<file path="src/rtl/fetch_unit.sv">
// Instruction-fetch stage: owns the PC, fetches over a ready handshake, holds the
// instruction for decode and computes the redirect/sequential next PC on accept.
module fetch_unit #(
    parameter logic [31:0] RESET_PC = 32'h0000_0000
) (
    input  logic        clk,
    input  logic        reset,
    output logic        imem_req,
    output logic [31:0] imem_addr,
    input  logic [31:0] imem_rdata,
    input  logic        imem_ready,
    output logic [31:0] instr,
    output logic [5:0]  op,
    output logic [5:0]  funct,
    output logic        instr_valid,
    input  logic        instr_ready,
    input  logic        branch_taken,
    input  logic        jump,
    input  logic        jr,
    input  logic [31:0] rs_data,
    output logic [31:0] pc,
    output logic [31:0] pcplus4,
    output logic        misalign_err,
    output logic [31:0] retired_count
);

    localparam logic [1:0] ST_BOOT  = 2'd0;
    localparam logic [1:0] ST_FETCH = 2'd1;
    localparam logic [1:0] ST_HOLD  = 2'd2;

    logic [1:0]  r_state;
    logic [31:0] r_pc;
    logic [31:0] r_instr;
    logic        r_misalign;
    logic [31:0] r_retired;

    logic [1:0]  w_state_next;
    logic        w_capture;
    logic        w_accept;
    logic [31:0] w_pcplus4;
    logic [31:0] w_br_off;
    logic [31:0] w_next_pc;

    assign w_capture = (r_state == ST_FETCH) && imem_ready;
    assign w_accept  = (r_state == ST_HOLD) && instr_ready;
    assign w_pcplus4 = r_pc + 32'd4;
    assign w_br_off  = {{14{r_instr[15]}}, r_instr[15:0], 2'b00};

    // Redirect priority: jr over jump over branch over sequential.
    always_comb begin
        w_next_pc = w_pcplus4;
        if (jr) begin
            w_next_pc = {rs_data[31:2], 2'b00};
        end else if (jump) begin
            w_next_pc = {w_pcplus4[31:28], r_instr[25:0], 2'b00};
        end else if (branch_taken) begin
            w_next_pc = w_pcplus4 + w_br_off;
        end
    end

    always_comb begin
        w_state_next = r_state;
        case (r_state)
            ST_BOOT:  w_state_next = ST_FETCH;
            ST_FETCH: if (imem_ready) w_state_next = ST_HOLD;
            ST_HOLD:  if (instr_ready) w_state_next = ST_FETCH;
            default:  w_state_next = ST_BOOT;
        endcase
    end

    always_ff @(posedge clk or negedge reset) begin
        if (!reset) begin
            r_state    <= ST_BOOT;
            r_pc       <= RESET_PC;
            r_instr    <= 32'd0;
            r_misalign <= 1'b0;
            r_retired  <= 32'd0;
        end else begin
            r_state <= w_state_next;
            if (w_capture) begin
                r_instr <= imem_rdata;
            end
            if (w_accept) begin
                r_pc      <= w_next_pc;
                r_retired <= r_retired + 32'd1;
                if (jr && (rs_data[1:0] != 2'b00)) begin
                    r_misalign <= 1'b1;
                end
            end
        end
    end

    assign imem_req      = (r_state == ST_FETCH);
    assign imem_addr     = r_pc;
    assign instr         = r_instr;
    assign op            = r_instr[31:26];
    assign funct         = r_instr[5:0];
    assign instr_valid   = (r_state == ST_HOLD);
    assign pc            = r_pc;
    assign pcplus4       = w_pcplus4;
    assign misalign_err  = r_misalign;
    assign retired_count = r_retired;

endmodule

</file>
<file path="config.mk">
export PLATFORM = sky130hd
export DESIGN_NAME = fetch_unit
export DESIGN_NICKNAME = d
export VERILOG_FILES = /design/src/rtl/fetch_unit.sv
export SDC_FILE = /design/constraint.sdc
export NUM_CORES = 1
export LEC_CHECK = 0
export ABC_AREA = 1
export ABC_CLOCK_PERIOD_IN_PS = 2970
export CAP_MARGIN = 20
export CORE_MARGIN = 3
export CORE_UTILIZATION = 45
export CTS_CLUSTER_SIZE = 25
export DETAILED_ROUTE_END_ITERATION = 12
export GPL_TIMING_DRIVEN = 0
export HOLD_SLACK_MARGIN = 0.06
export PLACE_DENSITY_LB_ADDON = 0.05
export SLEW_MARGIN = 10
export SYNTH_ARGS = -nofsm -noshare
export SYNTH_HDL_FRONTEND = slang
export SYNTH_SLANG_ARGS = --single-unit
</file>
<file path="constraint.sdc">
create_clock -name clk -period 2.97 [get_ports clk]
set_input_delay 0.594 -clock clk [delete_from_list [all_inputs] [get_ports clk]]
set_output_delay 0.594 -clock clk [all_outputs]
set_load 0.1 [all_outputs]
</file>
==> flow_metrics.env, run 1 <==
export IMPL_num_vias=9207
export IMPL_vias_per_cell=5.23
export IMPL_synth_most_common_cell="nand2_1"
export IMPL_synth_area_mm2=0.00827
export IMPL_rsz0062_at_grt="yes"
export IMPL_avgSynthCellArea_um2=6.76
export IMPL_nNetsFinal=1641
export IMPL_port_buffer_count=238
export IMPL_finClkSkew_ns=0.0169
export IMPL_area_delta_synth_final_pct=56.3
export IMPL_die_area_mm2=0.0200
export IMPL_failed_checks="negative setup slack"
export IMPL_cts_sinks=97
export IMPL_final_min_clock_period_ns=3.07
export IMPL_synth_ff_type="dfrtp_1"
export IMPL_slew_viol_final=0
export IMPL_hp_start="retired_count[31]$_DFFE_PN0P_"
export IMPL_die_w_um=142
export IMPL_status="finished with violations"
export IMPL_ys_types=45
export IMPL_antenna_found_initial=1
export IMPL_wl_mm=30.8
export IMPL_crit_type="register to register"
export IMPL_grt_pass1_vias=8870
export IMPL_fin_hold_ws_ns=0.466
export IMPL_yosysTopAreaCell="dfrtp_1"
export IMPL_finalWorstSetupSlack_ns=-0.0979
export IMPL_post_drt_wl_per_cell_um=17.5
export IMPL_clk_pin_slew_worst_paths_ns=0.08
export IMPL_cts_root_buf="clkbuf_16"
export IMPL_synth_seq_cells=97
export IMPL_cts_tree="done"
export IMPL_h_tree_depth=3
export IMPL_rows=48
export IMPL_netlist_instances=1222
export IMPL_drt_iter0_drc=640
export IMPL_synth_commonest_cells="nand2_1, inv_1, nor2_1"
export IMPL_endpoint_kind="register"
export IMPL_yosysTopAreaCellShare=0.294
export IMPL_grt_use_total=0.295
export IMPL_worst_ep_arrival_time_ns=3.33
export IMPL_grt_start_max_net_pins=87
export IMPL_required_ns=3.23
export IMPL_drive_above_1_share=0.290
export IMPL_hold_viol_final=0
export IMPL_coreArea_mm2=0.0177
export IMPL_io_pins=246
export IMPL_max_cap_violations=0
export IMPL_clkLatencyLatePin_ns=0.36
export IMPL_gp_congestion=0.929
export IMPL_period_share=1.03
export IMPL_n_antenna_cell=0
export IMPL_ys_warn_count=0
export IMPL_drc=0
export IMPL_critPathLaunch="imem_addr[2]$_DFFE_PN0P_"
export IMPL_min_path_type="register to register"
export IMPL_ant_nets=0
export IMPL_synth_enable_flop_cells=0
export IMPL_grt_pass1_wl_mm=46.9
export IMPL_synthArstFlopShare=1.00
export IMPL_reg2reg_from="imem_addr[2]$_DFFE_PN0P_"
export IMPL_path_max_fanout=4
export IMPL_grt_overflow=0
export IMPL_initial_core_util=0.468
export IMPL_fmax_mhz=326
export IMPL_worst_pin_slew_ns=1.03
export IMPL_relSlewSlack=0.312
export IMPL_ys_seq_area_frac=0.294
export IMPL_numCtsBuffers=9
export IMPL_cts_buffer_depth=2
export IMPL_firstDrtPassIters=7
export IMPL_start_kind="register"
export IMPL_dp_hpwl_mm=23.2
export IMPL_die_h_um=142
export IMPL_finalSetupViolations=12
export IMPL_synth_area_leaders="dfrtp_1, nand2_1, inv_1"
layer usage:
layer  share of wire  routed length, um  global-route usage
met5         0.00042                 13                   0
met4           0.023                696              0.0747
met3           0.080               2460              0.0600
met2            0.49              15000               0.498
met1            0.41              12600               0.390
what timing repair did:
action                                 CTS  global route
pin swaps                               63            49
setup endpoints to repair               53            43
setup buffers                           34            21
endpoints found under the hold margin   11             0
gates resized for setup                229           108
hold buffers                             1             0
cloned                                   0             0
area by class of cell:
cell class | count | area (um^2)
Multi-Input combinational cell | 904 | 5960
Fill cell | 1457 | 4730
Timing Repair Buffer | 295 | 2820
Sequential cell | 97 | 2460
Inverter | 153 | 613
Buffer | 72 | 464
Tap cell | 225 | 282
Clock buffer | 9 | 225
Clock inverter | 7 | 100
worst paths after layout:
| check | end | slack, ns | cells after the start |
|---|---|---|---|
| worst min-delay path | retired_count[31]$_DFFE_PN0P_ | 0.47 | 1 |
| worst min register to register | retired_count[31]$_DFFE_PN0P_ | 0.47 | 1 |
| worst max-delay path | imem_addr[26]$_DFFE_PN0P_ | -0.1 | 20 |
| max in group asynchronous | imem_addr[18]$_DFFE_PN0P_ | 1.64 | 3 |
| worst max register to register | imem_addr[26]$_DFFE_PN0P_ | -0.1 | 20 |
| min in group asynchronous | instr[5]$_DFFE_PN0P_ | 0.60 | 2 |
sequential cells by signal, indices dropped and copies added (netlist names):
register       flops
misalign_err       1
instr             32
imem_addr         30
r_state            2
retired_count     32
cells by family (layout without fill, tap and decap cells):
logic type,Yosys count,count (layout),share of synthesized area
xor gates and xnor gates,54,54,0.0572
DFF,97,97,0.294
and+or+nand+nor,646,646,0.338
AOI/OAI and AO/OA,130,130,0.0852
buffers and inverters,226,536,0.126
other,1,6,0.000454
adders and majority gates,38,38,0.0584
muxes,30,30,0.0409
critical path: stages (launching register included):
cell	delay [ns]
dfrtp_4	0.46
clkinvlp_4	0.12
nor2_4	0.13
nand2_4	0.09
buf_6	0.14
nor2_4	0.14
nand2_4	0.08
xor2_4	0.22
clkinvlp_4	0.20
ha_4	0.33
nand2_4	0.07
inv_4	0.07
nand3_2	0.11
nor2_2	0.19
nand3_2	0.12
nand4_1	0.12
nand3_2	0.12
nand2_2	0.11
nand2_1	0.05
nand2_1	0.05
nand2_1	0.04
placed cells by master, fill, tap and decap left out, drive strengths merged, types with 8 or more instances in the layout:
master,Yosys,layout
a21oi,65,65
buf,55,124
clkbuf,18,30
clkdlybuf4s15,0,8
clkdlybuf4s50,0,208
dfrtp,97,97
ha,37,37
inv,151,146
mux2,30,30
nand2,384,384
nand3,81,81
nand4,10,10
nor2,137,137
nor3,20,20
o21ai,43,43
xnor2,22,22
xor2,32,32
per-stage QoR:
stage               TNS (ns)   util  worst slack [ns]  instances  instance area [um^2]
global placement     -268.66  0.640             -3.24       1690                 11300
floorplan             -22.29      -            -0.979       1227                  8630
finish                -0.525  0.732           -0.0979       1762                 12900
global route           -3.19  0.732            -0.251       1762                 12900
CTS                   -0.443  0.702           -0.0776       1741                 12400
detailed placement    -15.80  0.641            -0.886       1691                 11300
Power of run 1 is not shown: default switching activity piles up to over one toggle a cycle in this logic, so the estimate is an artifact.
==> run 2, diff against run 1 <==
--- a/config.mk
+++ b/config.mk
@@ -9,7 +9,7 @@
 export ABC_CLOCK_PERIOD_IN_PS = 2970
 export CAP_MARGIN = 20
 export CORE_MARGIN = 3
-export CORE_UTILIZATION = 45
+export CORE_UTILIZATION = 40
 export CTS_CLUSTER_SIZE = 25
 export DETAILED_ROUTE_END_ITERATION = 12
 export GPL_TIMING_DRIVEN = 0
==> run 2 against run 1 <==
Effect of this change: the run still ends with negative setup slack left; final cell count is 2.4% higher; clock skew is 0.0029 ns lower; wire length is 2.3% higher; critical path type unchanged; critical endpoint is now imem_addr[22]$_DFFE_PN0P_.
==> flow_metrics.env, run 2 (synthesis results as in run 1) <==
export IMPL_wl_mm=31.5
export IMPL_endpoint_kind="register"
export IMPL_port_buffer_count=238
export IMPL_numCtsBuffers=9
export IMPL_die_area_mm2=0.0224
export IMPL_path_max_fanout=4
export IMPL_mostFrequentLayoutCell="nand2_1"
export IMPL_hold_viol_final=0
export IMPL_finalSetupViolations=15
export IMPL_grt_start_max_net_pins=85
export IMPL_crit_type="register to register"
export IMPL_post_drt_wl_per_cell_um=17.5
export IMPL_status="finished with violations"
export IMPL_grt_overflow=0
export IMPL_cts_buffer_depth=2
export IMPL_max_cap_violations=0
export IMPL_drt_iter0_drc=646
export IMPL_cts_sinks=97
export IMPL_nNetsFinal=1643
export IMPL_h_tree_depth=3
export IMPL_min_path_type="register to register"
export IMPL_required_ns=3.21
export IMPL_antenna_found_initial=0
export IMPL_slew_viol_final=0
export IMPL_rsz0062_at_grt="yes"
export IMPL_fin_hold_ws_ns=0.466
export IMPL_n_antenna_cell=0
export IMPL_cts_root_buf="clkbuf_16"
export IMPL_die_h_um=150
export IMPL_coreArea_mm2=0.0199
export IMPL_io_pins=246
export IMPL_mostFrequentLayoutCells="nand2_1, clkdlybuf4s50_1, inv_1, nor2_1, buf_4"
export IMPL_gp_congestion=0.927
export IMPL_ant_nets=0
export IMPL_worst_ep_arrival_time_ns=3.45
export IMPL_finish_utilization=0.656
export IMPL_cts_tree="done"
export IMPL_grt_use_total=0.275
export IMPL_clkLatencyLatePin_ns=0.35
export IMPL_fillers=1724
export IMPL_area_delta_synth_final_pct=58.0
export IMPL_num_vias=9144
export IMPL_worst_pin_slew_ns=1.05
export IMPL_firstDrtPassIters=5
export IMPL_rows=51
export IMPL_initial_core_util=0.415
export IMPL_grt_pass1_wl_mm=48.0
export IMPL_relSlewSlack=0.297
export IMPL_final_min_clock_period_ns=3.20
export IMPL_drive_above_1_share=0.308
export IMPL_finClkSkew_ns=0.0140
export IMPL_die_w_um=150
export IMPL_fmax_mhz=312
export IMPL_finalWorstSetupSlack_ns=-0.230
export IMPL_vias_per_cell=5.07
export IMPL_failed_checks="negative setup slack"
export IMPL_start_kind="register"
export IMPL_clk_pin_slew_worst_paths_ns=0.08
export IMPL_reg2reg_depth=22
export IMPL_holdPathStages=1
export IMPL_dpl_worst_slack_ns=-0.753
export IMPL_period_share=1.08
export IMPL_drc=0
export IMPL_dp_hpwl_mm=23.9
export IMPL_grt_pass1_vias=8932
run 2: changes by cell type in the layout (fill, tap and decap cells not counted), sizes merged:
cell,delta
buf,+7
clkdlybuf4s15,-3
clkdlybuf4s50,-2
dlygate4sd2,-2
bufinv,-1
clkbuf,+1
clkinv,-1
clkinvlp,+1
dlymetal6s2s,+1
inv,+1
run 2: final cells by class:
cell class                 count  area, um^2  area share
buffer                        72         464      0.0355
clock buffer                   9         225      0.0172
clock inverter                 7        72.6     0.00555
inverter                     153         606      0.0464
multi-input combinational    904        6070       0.464
sequential                    97        2460       0.188
tap                          265         332      0.0254
timing repair buffer         297        2840       0.218
run 2: worst paths after layout:
| check | from | to | slack (ns) |
|---|---|---|---|
| worst max-delay path | imem_addr[2]$_DFFE_PN0P_ | imem_addr[22]$_DFFE_PN0P_ | -0.23 |
| worst min-delay path | retired_count[31]$_DFFE_PN0P_ | retired_count[31]$_DFFE_PN0P_ | 0.47 |
| worst max register to register | imem_addr[2]$_DFFE_PN0P_ | imem_addr[22]$_DFFE_PN0P_ | -0.23 |
| worst min register to register | retired_count[31]$_DFFE_PN0P_ | retired_count[31]$_DFFE_PN0P_ | 0.47 |
| max in group asynchronous | reset | retired_count[11]$_DFFE_PN0P_ | 1.65 |
| min in group asynchronous | reset | instr[7]$_DFFE_PN0P_ | 0.62 |
run 2: per-stage QoR:
step | cells | cell area, um^2 | TNS (ns)
finish | 1804 | 13100 | -1.81
detailed placement | 1731 | 11400 | -16.87
global route | 1804 | 13100 | -4.77
floorplan | 1227 | 8630 | -22.29
global placement | 1730 | 11300 | -274.61
CTS | 1786 | 12600 | -1.13
run 2: timing repair:
| action | 4_1_cts | 5_1_grt |
|---|---|---|
| endpoints found under the hold margin | 13 | 0 |
| endpoints found under the setup margin | 52 | 48 |
| gates resized for setup | 268 | 122 |
| setup buffers | 40 | 19 |
| hold buffers | 1 | 0 |
| pin swaps | 73 | 63 |
run 2: worst max-delay path, cell delays in order, from the launching register on:
cell,delay (ns)
dfrtp_4,0.48
buf_12,0.12
clkinvlp_4,0.10
nor2_4,0.13
nand2_4,0.10
buf_12,0.14
nor2_4,0.12
nand2_2,0.09
xor2_4,0.20
clkinvlp_4,0.19
buf_6,0.16
ha_4,0.23
a21oi_4,0.17
o21a_1,0.18
o21ai_2,0.10
inv_1,0.08
nand2_1,0.05
nand2_1,0.07
nand3_2,0.10
nand2_2,0.13
nand2_1,0.05
nand2_1,0.05
nand2_1,0.04
run 2: metal layers:
layer,routed length (um),vias to the layer above,global-route usage
met5,0,-,0
met4,1090,0,0.0938
met3,2430,65,0.0581
met2,14900,362,0.448
met1,13100,4284,0.364
li1,-,4433,-
Power of run 2 is left out for the same reason.
